**src/rtl/serial_tx_scheduler.sv**
```systemverilog
// serial_tx_scheduler: byte-slot transmit scheduler in front of a lane serializer.
// Presents one registered byte every WIDTH cycles, sends SYNC_BYTES alignment
// symbols after start, then round-robin arbitrates NREQ requesters per slot.
// Optional feature macro: TX_SCHED_SKIP_EN (periodic SKIP_BYTE insertion in RUN).
//
// Handshake: req[i] is a level "byte available"; it is only looked at in the
// boundary cycle (last cycle of a slot). gnt[i] is a one-cycle pop pulse in that
// same cycle, and data_in for requester i is captured on the edge ending it.
module serial_tx_scheduler #(
    parameter int               WIDTH         = 8,
    parameter int               NREQ          = 4,
    parameter int               SYNC_BYTES    = 4,
    parameter logic [WIDTH-1:0] IDLE_BYTE     = 8'hBC,
    parameter logic [WIDTH-1:0] SKIP_BYTE     = 8'h1C,
    parameter int               SKIP_INTERVAL = 16
) (
    input  logic                  clk,
    input  logic                  reset,
    input  logic                  start,
    input  logic [NREQ-1:0]       req,
    input  logic [NREQ*WIDTH-1:0] data_in,
    output logic [NREQ-1:0]       gnt,
    output logic [WIDTH-1:0]      ser_data,
    output logic                  ser_enb,
    output logic                  ser_load,
    output logic                  busy
);

    localparam int SW = (WIDTH > 1) ? $clog2(WIDTH) : 1;
    localparam int PW = (NREQ > 1) ? $clog2(NREQ) : 1;
    localparam int CW = $clog2(SYNC_BYTES + 1);

    typedef enum logic [1:0] {
        ST_IDLE = 2'd0,
        ST_SYNC = 2'd1,
        ST_RUN  = 2'd2
    } state_t;

    state_t          state, state_nxt;
    logic [SW-1:0]   slot_cnt, slot_nxt;
    logic [PW-1:0]   rr_ptr, rr_nxt;
    logic [CW-1:0]   sync_cnt, sync_nxt;
    logic [WIDTH-1:0] data_nxt;
    logic            enb_nxt, load_nxt, busy_nxt;
    logic            boundary, found, do_arb;
    logic [PW-1:0]   pick, cand;

`ifdef TX_SCHED_SKIP_EN
    localparam int KW = $clog2(SKIP_INTERVAL + 1);
    logic [KW-1:0]   skip_cnt, skip_nxt;
`else
    // Skip parameters have no function in this build.
    logic unused_skip;
    assign unused_skip = (^SKIP_BYTE) ^ (SKIP_INTERVAL != 0);
`endif

    assign boundary = (slot_cnt == SW'(WIDTH - 1));

    // Round-robin search starting at rr_ptr; first requester with req high wins.
    always_comb begin
        found = 1'b0;
        pick  = '0;
        cand  = '0;
        for (int i = 0; i < NREQ; i++) begin
            cand = PW'((int'(rr_ptr) + i) % NREQ);
            if (!found && req[cand]) begin
                found = 1'b1;
                pick  = cand;
            end
        end
    end

    // Next-state, slot timing, byte selection and grant pulse.
    always_comb begin
        state_nxt = state;
        slot_nxt  = slot_cnt;
        rr_nxt    = rr_ptr;
        sync_nxt  = sync_cnt;
        data_nxt  = ser_data;
        enb_nxt   = ser_enb;
        load_nxt  = 1'b0;
        busy_nxt  = busy;
        gnt       = '0;
        do_arb    = 1'b0;
`ifdef TX_SCHED_SKIP_EN
        skip_nxt  = skip_cnt;
`endif
        case (state)
            ST_IDLE: begin
                if (start) begin
                    state_nxt = ST_SYNC;
                    slot_nxt  = '0;
                    sync_nxt  = '0;
                    data_nxt  = IDLE_BYTE;
                    enb_nxt   = 1'b1;
                    load_nxt  = 1'b1;
                    busy_nxt  = 1'b1;
`ifdef TX_SCHED_SKIP_EN
                    skip_nxt  = '0;
`endif
                end
            end
            ST_SYNC, ST_RUN: begin
                if (!boundary) begin
                    slot_nxt = slot_cnt + 1'b1;
                end else begin
                    slot_nxt = '0;
                    if (!start) begin
                        // Stop only takes effect at a slot end, never mid-byte.
                        state_nxt = ST_IDLE;
                        sync_nxt  = '0;
                        enb_nxt   = 1'b0;
                        busy_nxt  = 1'b0;
                    end else begin
                        load_nxt = 1'b1;
                        if (state == ST_SYNC && sync_cnt != CW'(SYNC_BYTES - 1)) begin
                            sync_nxt = sync_cnt + 1'b1;
                            data_nxt = IDLE_BYTE;
                        end else begin
                            // Last sync slot ends here: the first RUN byte is chosen now.
                            if (state == ST_SYNC) begin
                                sync_nxt  = sync_cnt + 1'b1;
                                state_nxt = ST_RUN;
                            end
`ifdef TX_SCHED_SKIP_EN
                            if (skip_cnt == KW'(SKIP_INTERVAL)) begin
                                data_nxt = SKIP_BYTE;
                                skip_nxt = '0;
                            end else begin
                                skip_nxt = skip_cnt + 1'b1;
                                do_arb   = 1'b1;
                            end
`else
                            do_arb = 1'b1;
`endif
                        end
                    end
                end
            end
            default: begin
                state_nxt = ST_IDLE;
            end
        endcase

        if (do_arb) begin
            if (found) begin
                gnt[pick] = 1'b1;
                data_nxt  = data_in[pick*WIDTH +: WIDTH];
                rr_nxt    = (pick == PW'(NREQ - 1)) ? '0 : pick + 1'b1;
            end else begin
                data_nxt  = IDLE_BYTE;
            end
        end

        // A reset cycle never pops a requester.
        if (reset) begin
            gnt = '0;
        end
    end

    // State and output registers with synchronous reset.
    always_ff @(posedge clk) begin
        if (reset) begin
            state    <= ST_IDLE;
            slot_cnt <= '0;
            rr_ptr   <= '0;
            sync_cnt <= '0;
            ser_data <= '0;
            ser_enb  <= 1'b0;
            ser_load <= 1'b0;
            busy     <= 1'b0;
`ifdef TX_SCHED_SKIP_EN
            skip_cnt <= '0;
`endif
        end else begin
            state    <= state_nxt;
            slot_cnt <= slot_nxt;
            rr_ptr   <= rr_nxt;
            sync_cnt <= sync_nxt;
            ser_data <= data_nxt;
            ser_enb  <= enb_nxt;
            ser_load <= load_nxt;
            busy     <= busy_nxt;
`ifdef TX_SCHED_SKIP_EN
            skip_cnt <= skip_nxt;
`endif
        end
    end

endmodule

```
**config.mk**
```make
export PLATFORM = sky130hd
export DESIGN_NAME = serial_tx_scheduler
export DESIGN_NICKNAME = d
export VERILOG_FILES = /design/src/rtl/serial_tx_scheduler.sv
export SDC_FILE = /design/constraint.sdc
export NUM_CORES = 1
export LEC_CHECK = 0
export CAP_MARGIN = 5
export CELL_PAD_IN_SITES_DETAIL_PLACEMENT = 1
export CELL_PAD_IN_SITES_GLOBAL_PLACEMENT = 1
export CORE_ASPECT_RATIO = 1.2
export CORE_UTILIZATION = 41
export DETAILED_ROUTE_END_ITERATION = 8
export DONT_BUFFER_PORTS = 1
export GPL_TIMING_DRIVEN = 0
export PLACE_DENSITY_LB_ADDON = 0.05
export SETUP_SLACK_MARGIN = 0.5
export SLEW_MARGIN = 15
export SYNTH_ARGS = -nofsm -noshare
export SYNTH_HDL_FRONTEND = slang
export SYNTH_SLANG_ARGS = --single-unit
```
**constraint.sdc**
```tcl
create_clock -name clk -period 2.2 [get_ports clk]
set_clock_uncertainty 0.2 [all_clocks]
set_input_delay 0.44 -clock clk [delete_from_list [all_inputs] [get_ports clk]]
set_output_delay 0.44 -clock clk [all_outputs]
set_load 0.05 [all_outputs]
```
* Word level (Yosys, flattened, before mapping) *
Cells that the tools add are included.
W data, S select, Z words.

storage, ports and cells
  output and inout port bits = 15
  input bits = 39
  logic and storage cells = 107
  bits in registers = 20

cells by class
  equal/unequal tests = 15
  multiplexer cells = 54
  reduce and logical (&&, ||, !) cells = 18
  order comparisons = 6
  shift operators = 1
  add/subtract/negate cells = 6

operators by type and width
  cell                   count
  $mux W8                6
  $shiftx A32 B6 Y8      1
  $mux W2                10
  $mux W1                18
  $mux W3                6
  $ne A3 B3 Y1 const B   6
  $pmux W8 S2            1
  $lt A2 B3 Y1 const B   5
  $mux W4                3
  $pmux W3 S2            2
  $reduce_and A4 Y1      3
  $bmux W1 S2            4
  $add A3 B1 Y3 const B  2
  $ne A2 B2 Y1 const B   3
  $logic_and A1 B1 Y1    5
  $reduce_and A5 Y1      1
  $add A2 B1 Y2 const B  2
  $add A2 B2 Y2 const B  2
  $eq A2 B2 Y1 const B   2
  $ne A4 B4 Y1 const B   1
  $pmux W1 S2            2
  $pmux W2 S2            1
  $reduce_and A2 Y1      2
  $eq A3 B3 Y1 const B   1
  9 further kinds        11

* Depth between registers and ports, before layout *
  depth in word-level cells = 19
  gate-level depth with buffers = 8
  mapped depth without buffers = 7

* Worst setup path before layout *
OpenSTA, ideal clock, no wires.

  path kind = input-to-output
  start = input port req[2]
  end = output port gnt[0]
  required time = 1560 ps
  stages = 7
  data arrival time = 1845 ps
  path buffers = 1
  slack = -285 ps
  cells stage by stage = nor2b_1 a21o_1 a211oi_2 inv_4 buf_6 ha_1 and2_1

between the ends
  cells in the longest elaborated chain, start to end = 19
  elaborated cells on any way between the ends = 30
  those cells by class = 2 x order compare; 21 x mux; 7 x reduce/logical

RTL lines
  item                                                                line  text
  from (decl)                                                         20    input logic [NREQ-1:0] req,
  $bmux W1 S2                                                         66    if (!found && req[cand]) begin
  $mux W1 (not written as such)                                       66
  $mux W1                                                             66
  $logic_not A1 Y1                                                    66
  $logic_and A1 B1 Y1                                                 66
  $mux W1                                                             66
  $logic_not A1 Y1                                                    66
  $logic_and A1 B1 Y1                                                 66
  [3 not listed]                                                      --
  $mux W2                                                             66
  $lt A2 B3 Y1 (not written as such) or $ge A2 B1 Y1 (tied branches)  147   gnt[pick] = 1'b1;
  $logic_and A1 B1 Y1 (not written as such)                           147
  $mux W1 (not written as such)                                       147
  $demux W1 S2                                                        147
  $mux W4 *                                                           146   if (found) begin
  $mux W4 *                                                           145   if (do_arb) begin
  $mux W4 *                                                           156   if (reset) begin
  to (decl)                                                           22    output logic [NREQ-1:0] gnt,

Every way passes the cells marked *; elsewhere a longest branch is shown, timed or not. The select of a mux whose other input is x is not followed.

* Final worst setup path *
  start = register state[1]
  end = output port gnt[1]

between the ends
  cells in the longest elaborated chain, start to end = 8
  elaborated cells on any way between the ends = 10
  those cells by class = 2 x eq/ne; 6 x mux; 2 x reduce/logical

RTL lines
  item                    line     text
  from (decl)             39       state_t state, state_nxt;
  from (signal assigned)  176      state <= state_nxt;
  $eq A2 B1 Y1            88, 116
  $logic_and A1 B1 Y1     116      if (state == ST_SYNC && sync_cnt != CW'(SYNC_BYTES - 1)) begin
  $mux W1                 116
  $mux W1                 108      if (!start) begin
  $mux W1                 104      if (!boundary) begin
  $mux W1 *               88       case (state)
  $mux W4 *               145
  $mux W4 *               156

Every way passes the cells marked *; elsewhere a longest branch is shown, timed or not.

==> results.md <==
- Final cycle utilization of the critical path: 108%
- Starting density of the core: between 40 and 50%
- Clock buffer depth: 2
- Largest net degree at the start of global routing: 12
- WL/cell: 19.3 microns
- Max Freq: between 400 and 500 MHz
- Count of endpoints failing hold in the final timing report: 0
- Floorplan Core Area: 3310 sq um
- Cells after Synth: 159
- Slew headroom: about two thirds
- Cell accounting for the most synthesized area: sky130_fd_sc_hd__dfxtp_1
- CTS clk-pin slew, worst paths: 0.07 ns
- Number of different library cells in the post-synthesis netlist: 44
- Data arrival time of the worst path: 1.74 ns
- Initial detailed-routing violation count: 26
- Cell types with the highest counts after synthesis: 20 x sky130_fd_sc_hd__dfxtp_1, 18 x sky130_fd_sc_hd__mux2i_1, 12 x sky130_fd_sc_hd__ha_1, 10 x sky130_fd_sc_hd__a21oi_1, 10 x sky130_fd_sc_hd__nor2_1
- Insertion delay of the later-clocked pin in the worst-skew pair: roughly 0.26 ns
- Die height: 66.5 microns
- Post-detailed-routing wire length: 4270 microns
- Pre-CTS setup slack: -0.164 ns
- Number of vias in the routed layout: 1,354
- Number of flops mapped to enable cells by yosys: 0
- Endpoint class of the critical path: output port
- TritonCTS clock tree: built
- Congestion Overflow GR: 0
- Fraction of the core area covered by cells at the end of the flow: 60.3%
- Buffers on Ports: 0
- Synth Area per Inst: slightly below 9 sq um
- Main synth FF type: sky130_fd_sc_hd__dfxtp_1
- HPWL Detailed: ~3000 microns
- Number of max-slew violations in the final report: 0
- # fillers: 366
- Number of buffers inserted during clock tree synthesis: 3
- Row cnt: 23
- Post-layout min period: ~2.4 ns
- Failing checks: setup timing
- Flops & latches, synth: 20
- Most frequent cell after synthesis: sky130_fd_sc_hd__dfxtp_1
- Worst IR drop on VDD: around 0.33 mV
- Worst hold-check path type: in2reg
- Worst path setup slack after routing: -0.183 ns
- Number of antenna violations at the first check in global routing: 0
- Power per cell area: 552 nW/um^2
- Sequential cell area fraction in the yosys report: 28.2%
- Mean number of vias per cell: 6.13
- Wire length of the first global-routing pass: 6330 microns
- Startpoint types: register
- Static leakage power: ~0.83 nW
- RSZ-0062 raised after global routing: true
- Placer Congestion: 0.871
- Total I/O pin count: between 50 and 60
- Horiz. Die Dim: 55.7 microns
- Run status: finished with violations
- Number of remaining DRC errors: 0
- # H-tree levels: 1
- Yosys warns: 0
- Number of routed nets with antenna violations: 0
- Number of nets in the finished design: 237
- Library cell used as clock root buffer: sky130_fd_sc_hd__clkbuf_8
- Total track usage: 22.5%
- MaxCap Viol Count: 0
- TritonRoute pass-1 iters: 4
- Async SR Flop Fraction: 0%
- Net count after synthesis: between 200 and 250
- Setup violators final: 4
- ANT cells: 0
- Largest fanout of any net on the critical path: 5
- Clock sink count: 20
- Dominant cells by area after synthesis: sky130_fd_sc_hd__dfxtp_1 28%, sky130_fd_sc_hd__mux2i_1 13%, sky130_fd_sc_hd__ha_1 11%
- Synth Cell Area: 1420 sq um
- Total Neg Setup Slack: -0.715 ns
- Share of layout cells above drive strength 1: 45.7%
- Actual transition at the worst max-transition pin: 0.521 ns
- Area post-placement: 1600 sq um
- Cell area after layout: 1990 sq um
- Area of the die: 3700 sq um
- Post-route total power: 1.10 mW
- Required time at the endpoint of the critical path: 1.56 ns
- Area growth, synth to finish: 40.4%
- Kind of critical path: reg2out
- Area share of the leading cell type in the synthesized netlist: about 28%
- Via count of the first global-routing pass: 1,416
## cell usage in the layout (no fill, tap or decap), types with 5 or more instances in the layout
cell	synthesis	final
sky130_fd_sc_hd__dfxtp_1	20	13
sky130_fd_sc_hd__a21oi_2	0	5
sky130_fd_sc_hd__buf_6	1	8
sky130_fd_sc_hd__nand2_1	9	7
sky130_fd_sc_hd__nor2_1	10	9
sky130_fd_sc_hd__ha_4	0	5
sky130_fd_sc_hd__o211ai_1	6	6
sky130_fd_sc_hd__o21bai_1	5	5
sky130_fd_sc_hd__ha_1	12	6
sky130_fd_sc_hd__a221oi_2	0	5
sky130_fd_sc_hd__buf_4	1	15
sky130_fd_sc_hd__mux2i_1	18	18
## logic make-up after synthesis
logic type / share of synthesized area [%]
mux: 12.7
compound gates: 21.4
buf+inv: 5.02
simple gates: 22.1
flops: 28.2
fa+ha+maj: 10.6
## power breakdown
part           internal, mW  switching [mW]  total, mW
Sequential            0.388          0.0799      0.468
Clock                 0.122           0.123      0.245
Combinational         0.187           0.203      0.389
## worst paths after layout
kind / start / to / slack, ns / cells after the start
max reg2reg: slot_cnt[0]$_SDFFE_PP0P_ / ser_data[4]$_SDFFE_PP0P_ / 0.03 / 11
min: start / busy$_SDFFE_PP0P_ / 0.18 / 2
max: state[1]$_SDFFE_PP0P_ / gnt[1] / -0.18 / 6
min reg2reg: sync_cnt[2]$_SDFFE_PP0P_ / sync_cnt[2]$_SDFFE_PP0P_ / 0.27 / 2
## per-stage QoR
| step | cells | hold slack [ns] |
|---|---|---|
| floorplan | 159 | 0.232 |
| global placement | 196 | 0.243 |
| detailed placement | 196 | 0.254 |
| CTS | 217 | 0.167 |
| global route | 221 | 0.181 |
| finish | 221 | 0.182 |
## critical path, stage by stage (launching register included)
cell	delay [ns]
sky130_fd_sc_hd__dfxtp_2	0.36
sky130_fd_sc_hd__inv_4	0.05
sky130_fd_sc_hd__ha_4	0.27
sky130_fd_sc_hd__buf_8	0.10
sky130_fd_sc_hd__nand3_4	0.07
sky130_fd_sc_hd__nor4b_4	0.33
sky130_fd_sc_hd__and2_4	0.31
## registers in the layout (all words and copies together) (netlist names)
| signal | cells |
|---|---|
| busy | 1 |
| rr_ptr | 2 |
| ser_data | 8 |
| ser_load | 1 |
| slot_cnt | 3 |
| state | 2 |
| sync_cnt | 3 |
## timing repair
action | 4_1_cts | 5_1_grt
pin swaps | 16 | 14
hold buffers | 0 | 0
endpoints found under the setup margin | 23 | 22
buffers inserted | 18 | 4
cloned | 0 | 0
gates resized for setup | 33 | 13
## layout make-up
class	count	area, sq um	share of cell area, %
flip-flops and latches	20	417	20.9
inverters	9	38.8	1.94
plain buffers	6	50.0	2.51
repair buffers	22	195	9.79
clock buffers	3	41.3	2.07
well taps	37	46.3	2.32
multi-input cells	124	1210	60.5
## layer usage
metal / share of wire [%] / routed length, microns / GRT usage, % / vias to the layer above
li1: - / - / - / 636
met1: 35 / 1490 / 20.8 / 662
met2: 58 / 2490 / 47.1 / 45
met3: 4.0 / 169 / 2.91 / 11
met4: 2.8 / 121 / 11.6 / 0
met5: 0 / 0 / 0 / -
(Power assumes the default switching activity.)
